--- src/rtl/vga_fifo_reader_if.sv ---
// rtl/vga_fifo_reader_if.sv - read side of the SDRAM read-back FIFO as seen by the VGA reader
interface vga_fifo_reader_if;
    logic        empty_fifo;
    logic [15:0] dout;
    logic        rd_en;

    modport master (
        input  empty_fifo,
        input  dout,
        output rd_en
    );

    modport slave (
        output empty_fifo,
        output dout,
        input  rd_en
    );
endinterface

--- src/rtl/vga_fifo_reader.sv ---
// rtl/vga_fifo_reader.sv - VGA timing generator that pops one RGB565 pixel from the FIFO per active pixel
module vga_fifo_reader #(
    parameter int H_ACTIVE = 640,
    parameter int H_FP     = 16,
    parameter int H_SYNC   = 96,
    parameter int H_BP     = 48,
    parameter int V_ACTIVE = 480,
    parameter int V_FP     = 10,
    parameter int V_SYNC   = 2,
    parameter int V_BP     = 33,
    parameter int SYNC_POL = 0
) (
    input  logic              clk,
    input  logic              rst,
    vga_fifo_reader_if.master fifo,
    output logic [4:0]        vga_r,
    output logic [5:0]        vga_g,
    output logic [4:0]        vga_b,
    output logic              vga_hsync,
    output logic              vga_vsync,
    output logic              vga_de,
    output logic              frame_start,
    output logic [15:0]       underflow_cnt
);
    localparam int H_TOTAL = H_ACTIVE + H_FP + H_SYNC + H_BP;
    localparam int V_TOTAL = V_ACTIVE + V_FP + V_SYNC + V_BP;
    localparam int HW      = $clog2(H_TOTAL);
    localparam int VW      = $clog2(V_TOTAL);

    localparam logic [HW-1:0] H_LAST     = HW'(H_TOTAL - 1);
    localparam logic [HW-1:0] H_ACT_END  = HW'(H_ACTIVE);
    localparam logic [HW-1:0] H_SYNC_BEG = HW'(H_ACTIVE + H_FP);
    localparam logic [HW-1:0] H_SYNC_END = HW'(H_ACTIVE + H_FP + H_SYNC);
    localparam logic [VW-1:0] V_LAST     = VW'(V_TOTAL - 1);
    localparam logic [VW-1:0] V_ACT_END  = VW'(V_ACTIVE);
    localparam logic [VW-1:0] V_SYNC_BEG = VW'(V_ACTIVE + V_FP);
    localparam logic [VW-1:0] V_SYNC_END = VW'(V_ACTIVE + V_FP + V_SYNC);
    localparam logic          SYNC_ON    = (SYNC_POL != 0);

    typedef enum logic [1:0] {
        ST_WAIT   = 2'd0,
        ST_RUN    = 2'd1,
        ST_RESYNC = 2'd2
    } state_t;

    state_t        r_state;
    state_t        w_state_nxt;
    logic [HW-1:0] r_h_cnt;
    logic [VW-1:0] r_v_cnt;
    logic          w_active;
    logic          w_frame0;
    logic          w_hs_pin;
    logic          w_vs_pin;
    logic          w_rd;
    logic          w_underflow;
    logic          r_de1;
    logic          r_hs1;
    logic          r_vs1;
    logic          r_taken1;
    logic          r_de2;
    logic          r_hs2;
    logic          r_vs2;
    logic [15:0]   r_rgb2;
    logic [15:0]   r_uf_cnt;

    always_ff @(posedge clk or posedge rst) begin
        if (rst) begin
            r_h_cnt <= '0;
            r_v_cnt <= '0;
        end else if (r_h_cnt == H_LAST) begin
            r_h_cnt <= '0;
            r_v_cnt <= (r_v_cnt == V_LAST) ? '0 : r_v_cnt + VW'(1);
        end else begin
            r_h_cnt <= r_h_cnt + HW'(1);
        end
    end

    assign w_active = (r_h_cnt < H_ACT_END) && (r_v_cnt < V_ACT_END);
    assign w_frame0 = (r_h_cnt == '0) && (r_v_cnt == '0);
    assign w_hs_pin = ((r_h_cnt >= H_SYNC_BEG) && (r_h_cnt < H_SYNC_END)) ? SYNC_ON : !SYNC_ON;
    assign w_vs_pin = ((r_v_cnt >= V_SYNC_BEG) && (r_v_cnt < V_SYNC_END)) ? SYNC_ON : !SYNC_ON;

    always_ff @(posedge clk or posedge rst) begin
        if (rst) begin
            r_state <= ST_WAIT;
        end else begin
            r_state <= w_state_nxt;
        end
    end

    // The frame-boundary check shares its cycle with pixel (0,0), so that pixel is read on entry.
    always_comb begin
        w_state_nxt = r_state;
        w_rd        = 1'b0;
        w_underflow = 1'b0;
        case (r_state)
            ST_WAIT, ST_RESYNC: begin
                if (w_frame0 && !fifo.empty_fifo) begin
                    w_state_nxt = ST_RUN;
                    w_rd        = w_active;
                end
            end
            ST_RUN: begin
                if (w_active) begin
                    if (fifo.empty_fifo) begin
                        w_state_nxt = ST_RESYNC;
                        w_underflow = 1'b1;
                    end else begin
                        w_rd = 1'b1;
                    end
                end
            end
            default: w_state_nxt = ST_WAIT;
        endcase
    end

    // Counters sit at (0,0) in WAIT during reset, so the combinational strobes are masked by rst.
    assign fifo.rd_en  = w_rd & ~rst;
    assign frame_start = w_frame0 & ~rst;

    always_ff @(posedge clk or posedge rst) begin
        if (rst) begin
            r_uf_cnt <= '0;
        end else if (w_underflow && (r_uf_cnt != 16'hFFFF)) begin
            r_uf_cnt <= r_uf_cnt + 16'd1;
        end
    end

    always_ff @(posedge clk or posedge rst) begin
        if (rst) begin
            r_de1    <= 1'b0;
            r_hs1    <= !SYNC_ON;
            r_vs1    <= !SYNC_ON;
            r_taken1 <= 1'b0;
            r_de2    <= 1'b0;
            r_hs2    <= !SYNC_ON;
            r_vs2    <= !SYNC_ON;
            r_rgb2   <= '0;
        end else begin
            r_de1    <= w_active;
            r_hs1    <= w_hs_pin;
            r_vs1    <= w_vs_pin;
            r_taken1 <= w_rd;
            r_de2    <= r_de1;
            r_hs2    <= r_hs1;
            r_vs2    <= r_vs1;
            r_rgb2   <= (r_de1 && r_taken1) ? fifo.dout : 16'h0000;
        end
    end

    assign vga_r         = r_rgb2[15:11];
    assign vga_g         = r_rgb2[10:5];
    assign vga_b         = r_rgb2[4:0];
    assign vga_hsync     = r_hs2;
    assign vga_vsync     = r_vs2;
    assign vga_de        = r_de2;
    assign underflow_cnt = r_uf_cnt;
endmodule
--- src/flat_wrapper.sv ---
// flat-port wrapper written by rule: the top's interface ports become plain ports
module vga_fifo_reader_flat 
#(
    parameter int H_ACTIVE = 640,
    parameter int H_FP     = 16,
    parameter int H_SYNC   = 96,
    parameter int H_BP     = 48,
    parameter int V_ACTIVE = 480,
    parameter int V_FP     = 10,
    parameter int V_SYNC   = 2,
    parameter int V_BP     = 33,
    parameter int SYNC_POL = 0
)
  (clk, rst, vga_r, vga_g, vga_b, vga_hsync, vga_vsync, vga_de, frame_start, underflow_cnt, fifo_empty_fifo, fifo_dout, fifo_rd_en);
  vga_fifo_reader_if fifo_i ();
  input  logic clk;
  input  logic rst;
  output logic [4:0] vga_r;
  output logic [5:0] vga_g;
  output logic [4:0] vga_b;
  output logic vga_hsync;
  output logic vga_vsync;
  output logic vga_de;
  output logic frame_start;
  output logic [15:0] underflow_cnt;
  input wire logic [$bits(fifo_i.empty_fifo)-1:0] fifo_empty_fifo;
  input wire logic [$bits(fifo_i.dout)-1:0] fifo_dout;
  output wire logic [$bits(fifo_i.rd_en)-1:0] fifo_rd_en;
  assign fifo_i.empty_fifo = fifo_empty_fifo;
  assign fifo_i.dout = fifo_dout;
  assign fifo_rd_en = fifo_i.rd_en;
  vga_fifo_reader #(.H_ACTIVE(H_ACTIVE), .H_FP(H_FP), .H_SYNC(H_SYNC), .H_BP(H_BP), .V_ACTIVE(V_ACTIVE), .V_FP(V_FP), .V_SYNC(V_SYNC), .V_BP(V_BP), .SYNC_POL(SYNC_POL)) u_core (.clk(clk), .rst(rst), .fifo(fifo_i), .vga_r(vga_r), .vga_g(vga_g), .vga_b(vga_b), .vga_hsync(vga_hsync), .vga_vsync(vga_vsync), .vga_de(vga_de), .frame_start(frame_start), .underflow_cnt(underflow_cnt));
endmodule
--- config.mk ---
export PLATFORM = sky130hd
export DESIGN_NAME = vga_fifo_reader_flat
export DESIGN_NICKNAME = d
export VERILOG_FILES = /design/src/rtl/vga_fifo_reader_if.sv /design/src/rtl/vga_fifo_reader.sv /design/src/flat_wrapper.sv
export SDC_FILE = /design/constraint.sdc
export NUM_CORES = 1
export LEC_CHECK = 0
export ABC_AREA = 1
export BUFFER_PORTS_ARGS = -buffer_cell sky130_fd_sc_hd__buf_2
export CORE_ASPECT_RATIO = 2
export CORE_UTILIZATION = 35
export DETAILED_ROUTE_END_ITERATION = 10
export PLACE_DENSITY_LB_ADDON = 0.12
export SYNTH_ARGS = -nofsm -noshare
export SYNTH_HDL_FRONTEND = slang
export SYNTH_SLANG_ARGS = --single-unit
--- constraint.sdc ---
create_clock -name clk -period 4 [get_ports clk]
set_input_delay 0.4 -clock clk [delete_from_list [all_inputs] [get_ports clk]]
set_output_delay 0.4 -clock clk [all_outputs]
set_load 0.005 [all_outputs]
* Word-level counts from Yosys, hierarchy flattened
Cells that the tools add are included.
Storage, ports and cells: register bits after elaboration 61, bits in latches 0, memory bits (writable) 0, bits in read-only memories 0, output and inout port bits 37, word-level logic and storage cells 61, memories 0
Cells by class: $add $sub $neg 3, multipliers 0, div/mod/pow operators 0, magnitude comparators 6, equality and inequality tests 8, shift-type cells 0, mux-type cells 16, bitwise operators 3, reduce and logical (&&, ||, !) cells 13
Operators by type and width (count):
- $add 10x1->10 const B | 2
- $eq 10x10->1 const B | 2
- $logic_not 10->1 | 2
- $lt 10x10->1 const B | 2
- $lt 10x9->1 const B | 2
- $mux 10 | 2
- $add 16x1->16 const B | 1
- $mux 16 | 1
- $ne 16x16->1 const B | 1
- $ge 10x10->1 const B | 1
- $ge 10x9->1 const B | 1
- $mux 1 | 8
- $logic_and 1x1->1 | 7
- $mux 2 | 3
- $ne 2x1->1 const B | 2
- $pmux 2 s2 | 1
- $reduce_and 3->1 | 1
- $and 1x1->1 | 2
- $eq 2x1->1 const B | 1
- $eq 2x2->1 const B | 1
- $logic_not 2->1 | 1
- $ne 2x2->1 const B | 1
- $pmux 1 s2 | 1
- $reduce_or 2->1 | 1
- other kinds (2) | 2

* Depth between registers and ports, before layout
word-level depth 6, mapped depth 10

* Least setup slack after synthesis
No wires, ideal clock.
kind register to output, start point reg u_core.r_v_cnt[0], end point out fifo_rd_en, arrival 1.260 ns, slack 2.340 ns, cell stages (with the launch flop) 11, buffers on the path 0, cell sequence dfrtp_1 -> inv_1 -> ha_1 -> inv_1 -> nor2_1 -> nand2_1 -> nor2_1 -> nand4_1 -> nand2_1 -> nand3_1 -> nor2_1
On the way: cells in the longest elaborated chain, start to end 6, elaborated cells on any way between the ends 9, classes of those cells order compare: 1; mux: 3; bitwise: 1; reduce/logical: 4
RTL lines:
- from (decl) | line vga_fifo_reader.sv:49 | logic [VW-1:0] r_v_cnt;
- from (signal assigned) | line vga_fifo_reader.sv:72 | r_v_cnt <= (r_v_cnt == V_LAST) ? '0 : r_v_cnt + VW'(1);
- parallel branches: the longest is 4 deep, another holds $lt 10x9->1
- $pmux 1 s2 * | line vga_fifo_reader.sv:96 | case (r_state)
- $and 1x1->1 * | line vga_fifo_reader.sv:118 | assign fifo.rd_en = w_rd & ~rst;
- to (decl) | line flat_wrapper.sv:28 | output wire logic [$bits(fifo_i.rd_en)-1:0] fifo_rd_en;
Every way passes the cells marked *.

* Worst setup path after layout
Ends and elaborated chain as after synthesis.

==> flow_metrics.py <==
metrics = {
    "worst_setup_path": {
        "worst_setup_path_type": "flip-flop to output port",
        "worstReg2RegStart": "u_core.underflow_cnt[0]",
        "regToRegSetupSlack_ns": 2.13,
        "critical_path.top_delay_family": "simple AND/OR/NAND/NOR gates",
        "timing.critical_path.arrival_ns": 1.85,
        "cp_slowest_cell": "sky130_fd_sc_hd__dfrtp_1",
        "setup.worst_path.start_class": "flip-flop",
        "cp.required_ns": 3.60,
        "reg2regPathDepth": 9,
        "worst_path_most_repeated_cell": "sky130_fd_sc_hd__nor2_1",
        "max_stage_delay_ns": 0.40,
        "cp_num_buf_inv": 3,
        "timing.critical_path.fanout_max": 5,
        "cp-end-kind": "output port",
        "cell_breakdown_of_the_critical_path": "inv_1, ha_1, inv_1, nor2_1, nand2_1, nor2_1, nand4_1, nand2_1, nand3_1, nor2_1, buf_2",
        "r2r-end": "u_core.underflow_cnt[5]",
    },
    "final_layout": {
        "syn2layout_area_growth_pct": 20.76,
        "finalNetCount": 447,
        "fillers": 880,
        "antenna_cells": 0,
        "drive_gt1_share_pct": 28.57,
        "layout.cell_area.non_filler_mm2": 0.003800,
    },
    "synth": {
        "synth_nets": 384,
        "post_synth_arst_share_pct": 100.0,
        "syn_avg_cell_area_um2": 8.741,
        "post_synth_and_or_nand_nor_area_fraction_pct": 29.98,
        "synth-edff-count": 0,
        "synthesis.yosys.warnings": 0,
        "synth_ff_type": "sky130_fd_sc_hd__dfrtp_1",
        "synth.largest_area_cell": "sky130_fd_sc_hd__dfrtp_1",
        "ff_latch_count_synth": 61,
        "post-synth-top-area-fraction_pct": 45.33,
        "synth_commonest_cells": "sky130_fd_sc_hd__nand2_1 (66), sky130_fd_sc_hd__dfrtp_1 (57), sky130_fd_sc_hd__inv_1 (49), sky130_fd_sc_hd__nor2_1 (49), sky130_fd_sc_hd__nand2_2 (20)",
        "ys_seq_area_share_pct": 48.67,
        "yosys.cell_count.top_type": "sky130_fd_sc_hd__nand2_1",
        "netlist_instances": 360,
        "synth_xor_xnor_area_share_pct": 5.845,
        "combinational_family_with_the_most_area_after_synthesis": "simple AND/OR/NAND/NOR gates",
        "yosys-mux-area-fraction_pct": 0,
        "synthDistinctLibCells": 31,
        "synth_compound_gate_area_share_pct": 5.209,
        "synth_area_leaders": "sky130_fd_sc_hd__dfrtp_1 (45%), sky130_fd_sc_hd__nand2_1 (7.9%), sky130_fd_sc_hd__inv_1 (5.8%)",
        "yosys.area_share.adder_pct": 1.988,
        "netlist_area_mm2": 0.003147,
    },
    "power": {
        "sw_frac_of_total_pct": 22.87,
        "vdd_ir_drop_max_uv": 214.3,
        "seq_power_share_pct": 43.0,
        "power.switching_w": 0.0003437,
        "power_report.internal_total_w": 0.001159,
        "leakage_power_summed_over_all_cells_nw": 1.959,
        "comb_power_share_pct": 5.6,
        "clock_power_share_pct": 51.5,
        "power_density_mw_per_mm2": 395.5,
    },
    "clock_tree": {
        "htreeDepth": 3,
        "cts-resized-gates": 0,
        "cts.sink_count": 61,
        "cts.reportedPaths.clkPinSlew_ns": 0.05,
        "cts_inserted_buffers": 9,
        "clock_latency_on_the_worst_skew_pair_ns": 0.33,
        "cts-root-buf": "sky130_fd_sc_hd__clkbuf_16",
        "max-clock-path-buffers": 2,
        "hold_buffers": 0,
        "cts_tree": "yes",
        "postCtsSetupBuffers": 0,
    },
    "global_route": {
        "pin_count_of_the_biggest_net_entering_global_routing": 33,
        "globalRouteOverflowTotal": 0,
        "grt.total_usage_pct": 16.79,
        "first_global_vias": 2586,
        "wire_length_of_the_first_global_routing_pass_mm": 12.06,
        "antenna_found_initial": 0,
    },
    "min_path": {
        "worst_hold_path_type": "primary input to async pin",
    },
    "die": {
        "die_area_mm2": 0.009397,
        "floorplan.initialDensity_pct": 36.39,
        "die_height_um": 136.1,
        "pin_count": 56,
        "dieWidth_um": 69.05,
        "placement_rows": 48,
        "fp.coreArea_mm2": 0.008648,
    },
    "route": {
        "drtAntennaViolNets": 0,
        "drc": 0,
        "first_iter_violations": 96,
        "route.detailed.wl_per_inst_um": 13.89,
        "viasPerCell": 4.820,
        "drtPass1Iterations": 4,
        "drt-total-wl_mm": 7.320,
        "num_vias": 2540,
    },
    "placed_design": {
        "final_estimated_routing_congestion_in_global_placement": 0.8131,
        "dpl_cell_area_mm2": 0.003500,
        "port_buffers": 55,
        "post_detail_place_hpwl_mm": 5.550,
    },
    "timing": {
        "post-route-period-util_pct": 56.28,
        "finalClockSkew_ns": 0.006342,
        "fmaxAchievable_ghz": 0.4442,
        "setup_violations": 0,
        "tightestPinTransition_ns": 0.6774,
        "setup_repair_after_global_routing_missed_its_margin": "no",
        "slew_headroom_pct": 54.78,
        "fin_tns_setup_ns": 0,
        "timing_hold_violations_final": 0,
        "slew_violations": 0,
        "post-route-min-period_ns": 2.251,
        "hold-worst-slack_ns": 0.1953,
    },
    "run_status": {
        "run_status": "finished clean",
    },
    "flow_run": {
        "maxCapViolations": 0,
    },
}
-- worst register-to-register path, stage by stage (launching register included) --
cell and delay, ns:
sky130_fd_sc_hd__dfrtp_1 0.44, sky130_fd_sc_hd__ha_1 0.29, sky130_fd_sc_hd__nand3_2 0.13, sky130_fd_sc_hd__inv_2 0.05
sky130_fd_sc_hd__nand2_2 0.09, sky130_fd_sc_hd__nor3_4 0.06, sky130_fd_sc_hd__nor2_8 0.41, sky130_fd_sc_hd__inv_2 0.15
sky130_fd_sc_hd__nand2_1 0.10, sky130_fd_sc_hd__nand2_1 0.05
-- per-layer routing --
metal	track usage, %	share of wire, %	up-vias
li1	-	-	1258
met1	15.23	35	1202
met2	32.69	57	58
met3	3.558	3.5	22
met4	10.77	4.4	0
met5	0	0	-
-- state kept, by name, summed over array words and instances, names as in the netlist --
signal                cells
u_core.r_vs1              1
u_core.vga_hsync          1
u_core.underflow_cnt     16
u_core.r_de1              1
u_core.r_rgb2            16
u_core.r_taken1           1
u_core.vga_vsync          1
u_core.r_v_cnt           10
u_core.r_state            2
u_core.r_h_cnt           10
u_core.r_hs1              1
u_core.vga_de             1
-- worst max-delay path by stage --
stage	depth (start not counted)	startpoint	slack, ns	endpoint
CTS	11	u_core.r_v_cnt[0]	1.73	fifo_rd_en
global placement	11	u_core.r_v_cnt[0]	2.09	fifo_rd_en
global route	11	u_core.r_v_cnt[0]	1.52	fifo_rd_en
floorplan	1	rst	2.09	u_core.r_de1
detailed placement	11	u_core.r_v_cnt[0]	2.09	fifo_rd_en
finish	11	u_core.r_v_cnt[0]	1.75	fifo_rd_en
-- power by group through the flow --
stage / Clock, W / Combinational [W] / Sequential (W)
after floorplan: 0 / 0.0000513 / 0.000654
after global placement: 0 / 0.0000844 / 0.000656
after detailed placement: 0 / 0.0000857 / 0.000657
after CTS: 0.000796 / 0.0000860 / 0.000646
after global routing: 0.000811 / 0.0000954 / 0.000648
final: 0.000773 / 0.0000835 / 0.000646
-- placed cells by master (no fill, tap or decap), drive strengths merged, types with 5 or more instances in the layout --
| cell type | n |
|---|---|
| clkbuf | 10 |
| ha | 5 |
| nand4 | 10 |
| buf | 56 |
| o21ai | 20 |
| nand2 | 86 |
| inv | 54 |
| nor2 | 55 |
| xor2 | 17 |
| dfrtp | 57 |
| nor3 | 15 |
| nand3 | 18 |
-- metrics by stage --
stage | power, W | util [%] | std cells | setup slack (ns)
finish | 0.001503 | 43.94 | 527 | 1.749
global route | 0.001554 | 43.94 | 527 | 1.518
CTS | 0.001528 | 43.94 | 527 | 1.729
detailed placement | 0.0007422 | 40.47 | 512 | 2.094
global placement | 0.0007405 | 40.47 | 512 | 2.094
floorplan | 0.0007051 | - | 360 | 2.094
-- layout make-up --
class	instances	area, um2	area share [%]
Sequential cell	61	1531	40.30
Multi-Input combinational cell	240	1354	35.63
Timing Repair Buffer	56	282.8	7.442
Clock buffer	10	239.0	6.289
Inverter	55	206.4	5.433
Tap cell	100	125.1	3.293
Clock inverter	5	61.31	1.613
-- cells by family (layout without fill, tap and decap cells) --
group                      count (synthesis)  in the layout
adders and majority gates                  5              5
AOI/OAI and AO/OA                         25             25
buffers and inverters                     59            126
xor gates and xnor gates                  21             21
and+or+nand+nor                          189            189
DFF                                       61             61
(Power assumes the default switching activity.)
